### config.mk
export PLATFORM = sky130hd
export DESIGN_NAME = bcd_serial_adder
export DESIGN_NICKNAME = d
export VERILOG_FILES = /design/src/rtl/bcd_serial_adder.sv
export SDC_FILE = /design/constraint.sdc
export NUM_CORES = 1
export LEC_CHECK = 0
export ABC_CLOCK_PERIOD_IN_PS = 2290
export BUFFER_PORTS_ARGS = -buffer_cell sky130_fd_sc_hd__clkbuf_2
export CAP_MARGIN = 20
export CORE_MARGIN = 4
export CORE_UTILIZATION = 45
export CTS_CLUSTER_DIAMETER = 80
export CTS_CLUSTER_SIZE = 10
export DETAILED_ROUTE_END_ITERATION = 6
export PLACE_DENSITY = 0.7
export REMOVE_ABC_BUFFERS = 1
export SLEW_MARGIN = 20
export SYNTH_ARGS = -nofsm -noshare
export SYNTH_HDL_FRONTEND = slang
export SYNTH_SLANG_ARGS = --single-unit
export TNS_END_PERCENT = 10
### constraint.sdc
create_clock -name clk -period 2.29 [get_ports clk]
set_input_delay 0.3435 -clock clk [delete_from_list [all_inputs] [get_ports clk]]
set_output_delay 0.3435 -clock clk [all_outputs]
set_load 0.02 [all_outputs]
### src/rtl/bcd_serial_adder.sv
// bcd_serial_adder: multi-digit BCD adder, one digit per clock LSD first; define BCD_CHECK_EN for the err port.
module bcd_serial_adder #(
  parameter int DIGITS = 4
) (
  input  logic                clk,
  input  logic                rst_n,
  input  logic                start,
  input  logic [4*DIGITS-1:0] a,
  input  logic [4*DIGITS-1:0] b,
  input  logic                carry_in,
  output logic                busy,
  output logic                done,
  output logic [4*DIGITS-1:0] sum,
  output logic                carry_out
`ifdef BCD_CHECK_EN
  ,
  output logic                err
`endif
);
  localparam int W  = 4 * DIGITS;
  localparam int IW = DIGITS > 1 ? $clog2(DIGITS) : 1;
  typedef enum logic [1:0] {IDLE, ADD, DONE} state_t;
  state_t state, next_state;
  logic [W-1:0] a_r, b_r, w, w_next;
  logic [IW-1:0] idx;
  logic [4:0] raw;
  logic [3:0] dig;
  logic c, gt9, last, go;
  always_ff @(posedge clk)
    if (!rst_n) state <= IDLE;
    else state <= next_state;
  always_comb begin
    go = start && state != ADD;
    last = idx == IW'(DIGITS - 1);
    next_state = go ? ADD : state == ADD ? (last ? DONE : ADD) : IDLE;
    busy = state == ADD;
    done = state == DONE;
    raw = {1'b0, a_r[3:0]} + {1'b0, b_r[3:0]} + 5'(c);
    gt9 = raw > 5'd9;
    dig = gt9 ? raw[3:0] + 4'd6 : raw[3:0];
    w_next = (w >> 4) | (W'(dig) << (W - 4));
  end
`ifdef BCD_CHECK_EN
  logic bad_in, bad_r;
  always_comb begin
    bad_in = 1'b0;
    for (int i = 0; i < DIGITS; i++)
      if (a[4*i+:4] > 4'd9 || b[4*i+:4] > 4'd9) bad_in = 1'b1;
  end
  always_ff @(posedge clk)
    if (!rst_n) begin
      bad_r <= 1'b0;
      err <= 1'b0;
    end else if (go) bad_r <= bad_in;
    else if (state == ADD && last) err <= bad_r;
`endif
  // Operands shift right so the active digit is always in bits [3:0]; the result fills from the top.
  always_ff @(posedge clk)
    if (!rst_n) begin
      a_r <= '0;
      b_r <= '0;
      w <= '0;
      c <= 1'b0;
      idx <= '0;
      sum <= '0;
      carry_out <= 1'b0;
    end else if (go) begin
      a_r <= a;
      b_r <= b;
      c <= carry_in;
      idx <= '0;
    end else if (state == ADD) begin
      a_r <= a_r >> 4;
      b_r <= b_r >> 4;
      c <= gt9;
      w <= w_next;
      idx <= idx + 1'b1;
      if (last) begin
        sum <= w_next;
        carry_out <= gt9;
      end
    end
endmodule

After elaboration in Yosys (flattened, before gate mapping)
Cells that the tools add are included.

word-level totals
  input bits = 36
  bits in registers = 70
  output and inout bits = 19
  logic and storage cells = 38

operators by class
  $add $sub $neg = 4
  muxes and demuxes = 10
  order comparisons = 1
  bitwise gates (word level) = 4
  eq/ne operators = 4
  reductions and logical operators = 6

operator list
  cell                                                                   number
  16-bit two-way mux                                                     4
  12-bit by 16-bit OR with 16-bit output                                 1
  4-bit by 4-bit adder with 5-bit output                                 1
  5-bit by 1-bit adder with 5-bit output                                 1
  5-bit by 4-bit > comparator with 1-bit output, second input constant   1
  4-bit by 3-bit adder with 4-bit output, second input constant          1
  2-bit equality test, second input constant                             2
  1-bit two-way mux                                                      4
  4-bit two-way mux                                                      1
  1-bit inverter                                                         3
  3-bit AND reduction                                                    1
  3-bit OR reduction                                                     1
  2-bit by 1-bit adder with 2-bit output, second input constant          1
  2-bit by 1-bit equality test with 1-bit output, second input constant  1
  2-bit two-way mux                                                      1
  2-bit by 1-bit != test with 1-bit output, second input constant        1
  2-bit AND reduction                                                    1
  2-bit nonzero test                                                     1
  2-bit OR reduction                                                     1
  1-bit logical AND                                                      1

Logic depth before layout (Yosys ltp)
Gate-level depths: netlist of the first run.

  depth after elaboration = 5
  depth in mapped cells = 8
  gate-level depth less buffers = 8

Least setup slack after synthesis of the first run
Ideal clock, no wire load.

  kind = register -> register
  start point = reg c
  end point = reg sum[13]
  data arrival time = 2316 ps
  required time = 2173 ps
  cell stages (with the launch flop) = 9
  path slack = -143 ps
  path buffers = 0
  library setup time = 117 ps
  clock period less this slack = 2433 ps
  path through = dfxtp_1 fa_1 fa_1 xnor2_2 ha_1 a31o_1 nor3_2 or3_1 a32o_1

on the way
  cells in the longest elaborated chain, start to end = 4
  elaborated cells between the ends (all ways) = 5
  those cells by class = 2 x add/sub; 1 x order compare; 1 x mux; 1 x bitwise

ends and longest elaborated chain
  what                                                                                                            line    text
  start, declared                                                                                                 28      logic c, gt9, last, go;
  start signal, assigned                                                                                          70      c <= carry_in;
  start signal, assigned                                                                                          75      c <= gt9;
  5-bit by 1-bit adder with 5-bit output *                                                                        38      raw = {1'b0, a_r[3:0]} + {1'b0, b_r[3:0]} + 5'(c);
  4-bit by 3-bit adder with 4-bit output / 5-bit by 4-bit > comparator with 1-bit output (equally long branches)  40, 39
  4-bit two-way mux *                                                                                             40      dig = gt9 ? raw[3:0] + 4'd6 : raw[3:0];
  12-bit by 16-bit OR with 16-bit output *                                                                        41      w_next = (w >> 4) | (W'(dig) << (W - 4));
  end signal, assigned                                                                                            79      sum <= w_next;
  end, declared                                                                                                   13      output logic [4*DIGITS-1:0] sum,

Every way passes the cells marked *; elsewhere a longest branch is shown, timed or not.
A chain may end at the register's enable or synchronous reset.

Worst setup path after layout of the first run
Same ends and word-level chain as after synthesis.

==> results of run 1 <==
stage by stage:
stage	area, um2	cells
global placement	3150	394
CTS	3340	408
detailed placement	3150	394
finish	3340	408
global route	3340	408
floorplan	2690	255
metal layers:
| metal | routed length (um) | track usage |
|---|---|---|
| met1 | 2530 | 0.190 |
| met2 | 2390 | 0.250 |
| met5 | 0 | 0 |
| met3 | 359 | 0.0694 |
| met4 | 106 | 0.0510 |
cell families after synthesis:
kind of cell | Yosys count | share of synthesized area
fa+ha+maj | 7 | 0.0370
mux | 35 | 0.130
flops | 66 | 0.476
buf+inv | 23 | 0.0347
xor+xnor | 1 | 0.00586
simple gates | 73 | 0.113
compound gates | 69 | 0.203
flip-flops by register name, summed over array words and instances (netlist names):
name	cells
sum	16
state	2
a_r	16
w	12
b_r	16
carry_out	1
c	1
idx	2
repair_timing:
item                       4_1_cts  5_1_grt
pin swaps                        2        1
resized for setup                8        1
setup endpoints to repair        8        8
worst paths after layout:
kind	slack, ns	to	depth (start not counted)
worst max-delay path	-0.13	sum[13]$_SDFFE_PN0P_	8
worst min-delay path	0.23	b_r[14]$_SDFFE_PN0P_	3
worst max register to register	-0.13	sum[13]$_SDFFE_PN0P_	8
worst min register to register	0.46	w[7]$_SDFFE_PN0P_	2
synth_stat cells (3+ instances only):
master,number
clkbuf_1,11
dfxtp_1,66
nand2_1,48
buf_2,8
a21oi_1,8
a21boi_0,10
o211a_1,24
nor2_1,10
ha_1,5
a22o_1,13
mux2i_1,32
nor2b_1,3
nand3_1,3
o21ai_0,6
final cells by class:
| cell class | count | area [um2] |
|---|---|---|
| clock inverters | 4 | 45.0 |
| well taps | 75 | 93.8 |
| multi-input cells | 185 | 1380 |
| flip-flops and latches | 66 | 1320 |
| repair buffers | 64 | 358 |
| inverters | 4 | 15.0 |
| fillers | 539 | 2610 |
| clock buffers | 10 | 128 |
report_power, final:
part / total, uW / internal (uW) / switching (uW) / leakage (uW)
Sequential: 1250 / 1210 / 39.1 / 0.000540
Combinational: 408 / 203 / 205 / 0.00109
Clock: 888 / 484 / 403 / 0.0000918
Total: 2550 / 1900 / 648 / 0.00173
critical path: cells and delay by family (launching register included):
| kind | cells | cell delay, ns |
|---|---|---|
| compound gates | 2 | 0.42 |
| fa+ha+maj | 3 | 0.99 |
| flops | 1 | 0.33 |
| simple gates | 2 | 0.41 |
| xor+xnor | 1 | 0.17 |
==> results.toml, run 1 <==
[finish]
finalCoreUtilization = 0.561
diodes = 0
fin_nets = 373
area_growth_pct = 20.5
final_cell_mix = "dfxtp_1, clkbuf_2, nand2_1"
layout_commonest_cell = "dfxtp_1"
drive_gt1_frac = 0.285

[timing]
finalSetupTns_ns = -0.612
min_period_ns = 2.42
setup_viol = 7
setup_ws_ns = -0.133
hold_slack_ns = 0.234
drv_slew = 0
slew_headroom = 0.598
skew_ns = 0.00431
fin_crit_sh = 1.06
rsz0062_at_grt = "true"
max_freq_mhz = 413
tightest_slew_ns = 0.602
hold_viol_final = 0

[die]
initial_core_util = 0.466
die_h_um = 86.5
ios = 55
core_area_um2 = 5960
rows = 28
dieWidth_um = 86.5
die_area_um2 = 7490

[synth]
yosys_warnings = 0
synth_seq_area_share = 0.476
synth_cells = 274
synth_top_cell_area_share = 0.476
synthesis.area_um2 = 2780
synth.avg_cell_area_um2 = 10.1
synth_edf_count = 0
synth_cell_types = 34
yosys-top-cells-area = "dfxtp_1, mux2i_1, o211a_1"
ys.flop_type = "dfxtp_1"
async_flop_share = 0
ys_ff_latch = 66
synth_top_area_cell = "dfxtp_1"

[setup_path]
path_max_fanout = 3
crit_slowest_cell = "fa_2"
cpMostUsedCell = "fa_2"
cp-startpoint = "c$_SDFFE_PN0P_"
cp_cell_sequence = "fa_2, fa_2, xnor2_2, ha_2, a31o_1, nor3_2, or3_1, a32o_1"
timing.rr.start = "c$_SDFFE_PN0P_"
critPathRequiredTime_ns = 2.53
start_kind = "register"
cp-end-kind = "register"
crit_type = "reg2reg"
arrival_ns = 2.66
crit_path_max_incr_delay_ns = 0.40

[global_routing]
grt_pass1_vias = 2009
grt_use_total = 0.157
antenna_found_initial = 0
grt_start_max_net_pins = 62
grt_overflow_total = 0
grt_pass1_wl_um = 9130

[detailed_routing]
routedWlPerCell_um = 13.2
routed_wl_um = 5380
num_vias = 2097
vias_per_cell = 5.14
route.detailed.drc = 0
ant_nets = 0
dr.first_iter.drc_count = 73
firstDrtPassIters = 4

[power_and_ir_drop]
power_density_nw_per_um2 = 762
finalPower_uw = 2550
leakage_uw = 0.00173
ir_drop_mv = 0.476

[min_path]
holdCritPathClass = "in2reg"
hold_start = "b[14]"

[run]
max_cap_viol_count = 0

[placed_design]
dp_hpwl_um = 3710
portBuffers = 54
dpl_worst_slack_ns = -0.343
place_congestion = 0.740

[clock_tree]
cts.path.max_buffers = 2
cts_setup_buffers = 0
cts_max_level = 3
cts_tree = "done"
clk_pin_slew_ns = 0.06
clock-sinks = 66
insertion_delay_ns = 0.35
cts_buffers = 9
cts-root-buf = "clkbuf_8"
holdBufCountCts = 0

[outcome]
violations = "negative setup slack"
status = "finished, violations left"
(Power assumes the default switching activity.)
==> run 2, diff against run 1 <==
CTS_BUF_LIST = sky130_fd_sc_hd__clkbuf_4   (was default)
==> results.toml, run 2 (synthesis results as in run 1) <==
[clock_tree]
cts_setup_buffers = 0
cts_buffers = 9
clock-sinks = 66
cts_tree = "done"
cts.path.max_buffers = 2
cts_max_level = 3
clk_pin_slew_ns = 0.10
cts-root-buf = "clkbuf_4"
insertion_delay_ns = 0.40

[finish]
layout.cells.non_filler = 408
drive_gt1_frac = 0.288
diodes = 0
final_cell_mix = "dfxtp_1, clkbuf_2, nand2_1"
reg_top3 = "a_r: 16 flops, b_r: 16 flops, sum: 16 flops"
layout_commonest_cell = "dfxtp_1"
fin_nets = 373
finalCoreUtilization = 0.553
area_growth_pct = 18.6

[setup_path]
path_max_fanout = 3
start_kind = "register"
critPathBufInv = 0
cp-end-kind = "register"
cpMostUsedCell = "fa_2"
crit_slowest_cell = "fa_2"
critPathRequiredTime_ns = 2.59
cp_cell_sequence = "fa_2, fa_2, xnor2_2, ha_2, a31o_1, nor3_2, or3_1, a32o_1"
crit_type = "reg2reg"
arrival_ns = 2.74
crit_family = "adder cells"
crit_path_max_incr_delay_ns = 0.40

[timing]
hold_viol_final = 0
tightest_slew_ns = 0.609
skew_ns = 0.00722
finalSetupTns_ns = -0.684
drv_slew = 0
min_period_ns = 2.43
fin_crit_sh = 1.06
slew_headroom = 0.594
setup_ws_ns = -0.144
rsz0062_at_grt = "true"
max_freq_mhz = 411
setup_viol = 8

[run]
max_cap_viol_count = 0

[power_and_ir_drop]
power_density_nw_per_um2 = 718
leakage_uw = 0.00171
ir_drop_mv = 0.463

[die]
die_h_um = 86.5
die_area_um2 = 7490
ios = 55
rows = 28
dieWidth_um = 86.5
initial_core_util = 0.466
core_area_um2 = 5960

[detailed_routing]
route.detailed.drc = 0
vias_per_cell = 5.15
num_vias = 2100
ant_nets = 0
routed_wl_um = 5340
routedWlPerCell_um = 13.1
dr.first_iter.drc_count = 82
firstDrtPassIters = 6

[outcome]
violations = "negative setup slack"
status = "finished, violations left"

[placed_design]
dp_cells = 394
place_congestion = 0.740
dp_hpwl_um = 3710
portBuffers = 54

[global_routing]
grt_pass1_wl_um = 9000
grt_overflow_total = 0
grt_use_total = 0.153
grt_pass1_vias = 2018
antenna_found_initial = 0
grt_start_max_net_pins = 62

[min_path]
holdCritPathClass = "in2reg"
run 2: changes by cell type in the layout (fill, tap and decap cells not counted):
cell	before	now
clkbuf_1	1	0
clkbuf_8	9	0
clkbuf_4	0	10
run 2: worst register-to-register path: stages, from the launching register on:
cell     delay [ns]
dfxtp_2        0.34
fa_2           0.40
fa_2           0.39
xnor2_2        0.17
ha_2           0.21
a31o_1         0.16
nor3_2         0.07
or3_1          0.34
a32o_1         0.26
run 2: cell type report:
type,count,area [um2]
Fill cell,547,2670
Timing Repair Buffer,64,358
Tap cell,75,93.8
Clock buffer,10,75.1
Sequential cell,66,1320
Clock inverter,4,45.0
Multi-Input combinational cell,185,1380
Inverter,4,15.0
run 2: path summary, 6_finish.rpt:
check | start | to | slack [ns] | depth (start not counted)
setup / recovery | c$_SDFFE_PN0P_ | sum[13]$_SDFFE_PN0P_ | -0.14 | 8
hold / removal | a[12] | a_r[12]$_SDFFE_PN0P_ | 0.18 | 3
setup reg to reg | c$_SDFFE_PN0P_ | sum[13]$_SDFFE_PN0P_ | -0.14 | 8
hold reg to reg | w[7]$_SDFFE_PN0P_ | w[7]$_SDFFE_PN0P_ | 0.47 | 2
run 2: metal layers:
layer | global-route usage | wire length (um) | vias up
met5 | 0 | 0 | -
met4 | 0.0467 | 57 | 0
met3 | 0.0656 | 360 | 5
met2 | 0.253 | 2450 | 49
met1 | 0.180 | 2470 | 955
li1 | - | - | 1091
run 2: power by group:
group | internal, uW | leakage, uW | total [uW] | switching, uW
clock | 328 | 0.0000719 | 705 | 376
sequential | 1210 | 0.000540 | 1250 | 38.9
combinational | 203 | 0.00109 | 408 | 205
run 2: repair_timing:
action / in CTS / in global routing
setup endpoints to repair: 8 / 8
hold buffers: 0 / 0
resized for setup: 8 / 1
pin swaps: 2 / 1
cloned: 0 / 0
run 2: metrics by stage:
step	hold WS [ns]	worst slack, ns	total power, uW	instance area (um2)
after floorplan	0.442	-0.548	1510	2690
after global placement	0.450	-0.201	1660	3150
after detailed placement	0.451	-0.343	1670	3150
after CTS	0.148	-0.143	2390	3290
after global routing	0.170	-0.245	2510	3290
final	0.176	-0.144	2360	3290
==> run 3, diff against run 2 <==
CORE_UTILIZATION = 29   (was 45)
PLACE_DENSITY = default   (was 0.7)
==> results.toml, run 3 (synthesis results as in run 1) <==
[clock_tree]
holdBufCountCts = 0
cts.path.max_buffers = 2
cts_max_level = 3
insertion_delay_ns = 0.39
clk_pin_slew_ns = 0.11
cts_tree = "done"
cts_buffers = 9
cts_setup_buffers = 0
clock-sinks = 66
cts-root-buf = "clkbuf_4"

[setup_path]
timing.rr.start = "b_r[0]$_SDFFE_PN0P_"
path_max_fanout = 3
start_kind = "register"
cp-end-kind = "register"
r2r-end = "w[14]$_SDFFE_PN0P_"
crit_type = "reg2reg"
critPathRequiredTime_ns = 2.58
cp-startpoint = "b_r[0]$_SDFFE_PN0P_"
arrival_ns = 2.68
r2r_slack_ns = -0.09
reg2reg_depth = 8

[timing]
skew_ns = 0.0101
tightest_slew_ns = 0.589
setup_viol = 8
hold_viol_final = 0
max_freq_mhz = 420
slew_headroom = 0.607
hold_slack_ns = 0.182
setup_ws_ns = -0.0920
rsz0062_at_grt = "true"
fin_crit_sh = 1.04
drv_slew = 0
min_period_ns = 2.38

[die]
dieWidth_um = 106
ios = 55
rows = 35
die_h_um = 106
core_area_um2 = 9280
die_area_um2 = 11200
initial_core_util = 0.299

[detailed_routing]
route.detailed.drc = 0
routed_wl_um = 5790
num_vias = 2092
ant_nets = 0
vias_per_cell = 4.53
firstDrtPassIters = 4
routedWlPerCell_um = 12.5
dr.first_iter.drc_count = 70

[placed_design]
place_congestion = 0.744
dp_hpwl_um = 4000
portBuffers = 54
placed_cell_area_um2 = 3210

[power_and_ir_drop]
pwr-share-clk = 0.330
pwr-share-seq = 0.495
power.switching_uw = 665
p_sw_frac = 0.263
p_comb_frac = 0.174
power_density_nw_per_um2 = 742
leakage_uw = 0.00172
ir_drop_mv = 0.360
intPower_uw = 1870

[min_path]
hold_start = "b[14]"
holdCritPathClass = "in2reg"
hold_path_depth = 3
min_to = "b_r[14]$_SDFFE_PN0P_"

[global_routing]
grt_pass1_wl_um = 9550
antenna_found_initial = 0
grt_overflow_total = 0
grt_start_max_net_pins = 62
grt_use_total = 0.108
grt_pass1_vias = 1964

[finish]
fin_nets = 372
area_growth_pct = 22.9
drive_gt1_frac = 0.288
reg_top3 = "a_r: 16 flops, b_r: 16 flops, sum: 16 flops"
nFillCells = 967
layout_commonest_cell = "dfxtp_1"
final_area_um2 = 3410
final_cell_mix = "dfxtp_1, clkbuf_2, nand2_1"
finalCoreUtilization = 0.367
diodes = 0

[outcome]
status = "finished, violations left"
violations = "negative setup slack"

[run]
max_cap_viol_count = 0
[run 3: cell type report]
cell class	instances	area (um2)	area share
tap	129	161	0.0473
multi-input combinational	185	1410	0.413
sequential	66	1320	0.388
clock buffer	9	67.6	0.0198
inverter	4	15.0	0.00440
timing repair buffer	63	350	0.103
clock inverter	6	82.6	0.0242
[run 3: repair_timing]
action                                  in CTS  in global routing
pin swaps                                    2                  0
resized for setup                            9                  3
endpoints found under the setup margin       8                  8
endpoints found under the hold margin        0                  0
[run 3: worst max path at each step]
stage | slack [ns] | endpoint | cells after the start
final | -0.09 | w[14]$_SDFFE_PN0P_ | 8
after global routing | -0.17 | sum[13]$_SDFFE_PN0P_ | 8
after CTS | -0.12 | sum[13]$_SDFFE_PN0P_ | 8
after detailed placement | -0.25 | w[15]$_SDFFE_PN0P_ | 8
after global placement | -0.21 | w[15]$_SDFFE_PN0P_ | 8
after floorplan | -0.55 | sum[14]$_SDFFE_PN0P_ | 6
[run 3: metrics by stage]
stage / worst slack (ns) / cells / total power [uW] / setup TNS (ns)
floorplan: -0.548 / 255 / 1510 / -8.23
global placement: -0.211 / 447 / 1660 / -1.16
detailed placement: -0.255 / 447 / 1670 / -1.66
CTS: -0.124 / 462 / 2550 / -0.568
global route: -0.174 / 462 / 2680 / -1.12
finish: -0.0920 / 462 / 2530 / -0.473
[run 3: per-layer routing]
| layer | vias to the layer above | GRT usage | wire length, um |
|---|---|---|---|
| met5 | - | 0 | 0 |
| met2 | 47 | 0.163 | 2580 |
| met4 | 0 | 0.0416 | 89 |
| met1 | 949 | 0.137 | 2750 |
| met3 | 9 | 0.0429 | 371 |
| li1 | 1087 | - | - |
[run 3: critical path, cell delays in order, from the launching register on]
cell and delay (ns):
dfxtp_2 0.35, fa_2 0.40, fa_2 0.55, inv_2 0.04, ha_2 0.17, a31o_4 0.23
nor3_4 0.16, nor2_2 0.09, mux2_4 0.29
[run 3: power groups by stage]
stage	Clock, uW	Combinational, uW	Sequential (uW)
after floorplan	0	247	1270
after global placement	0	384	1280
after detailed placement	0	394	1280
after CTS	878	422	1250
after global routing	928	495	1260
final	836	441	1250
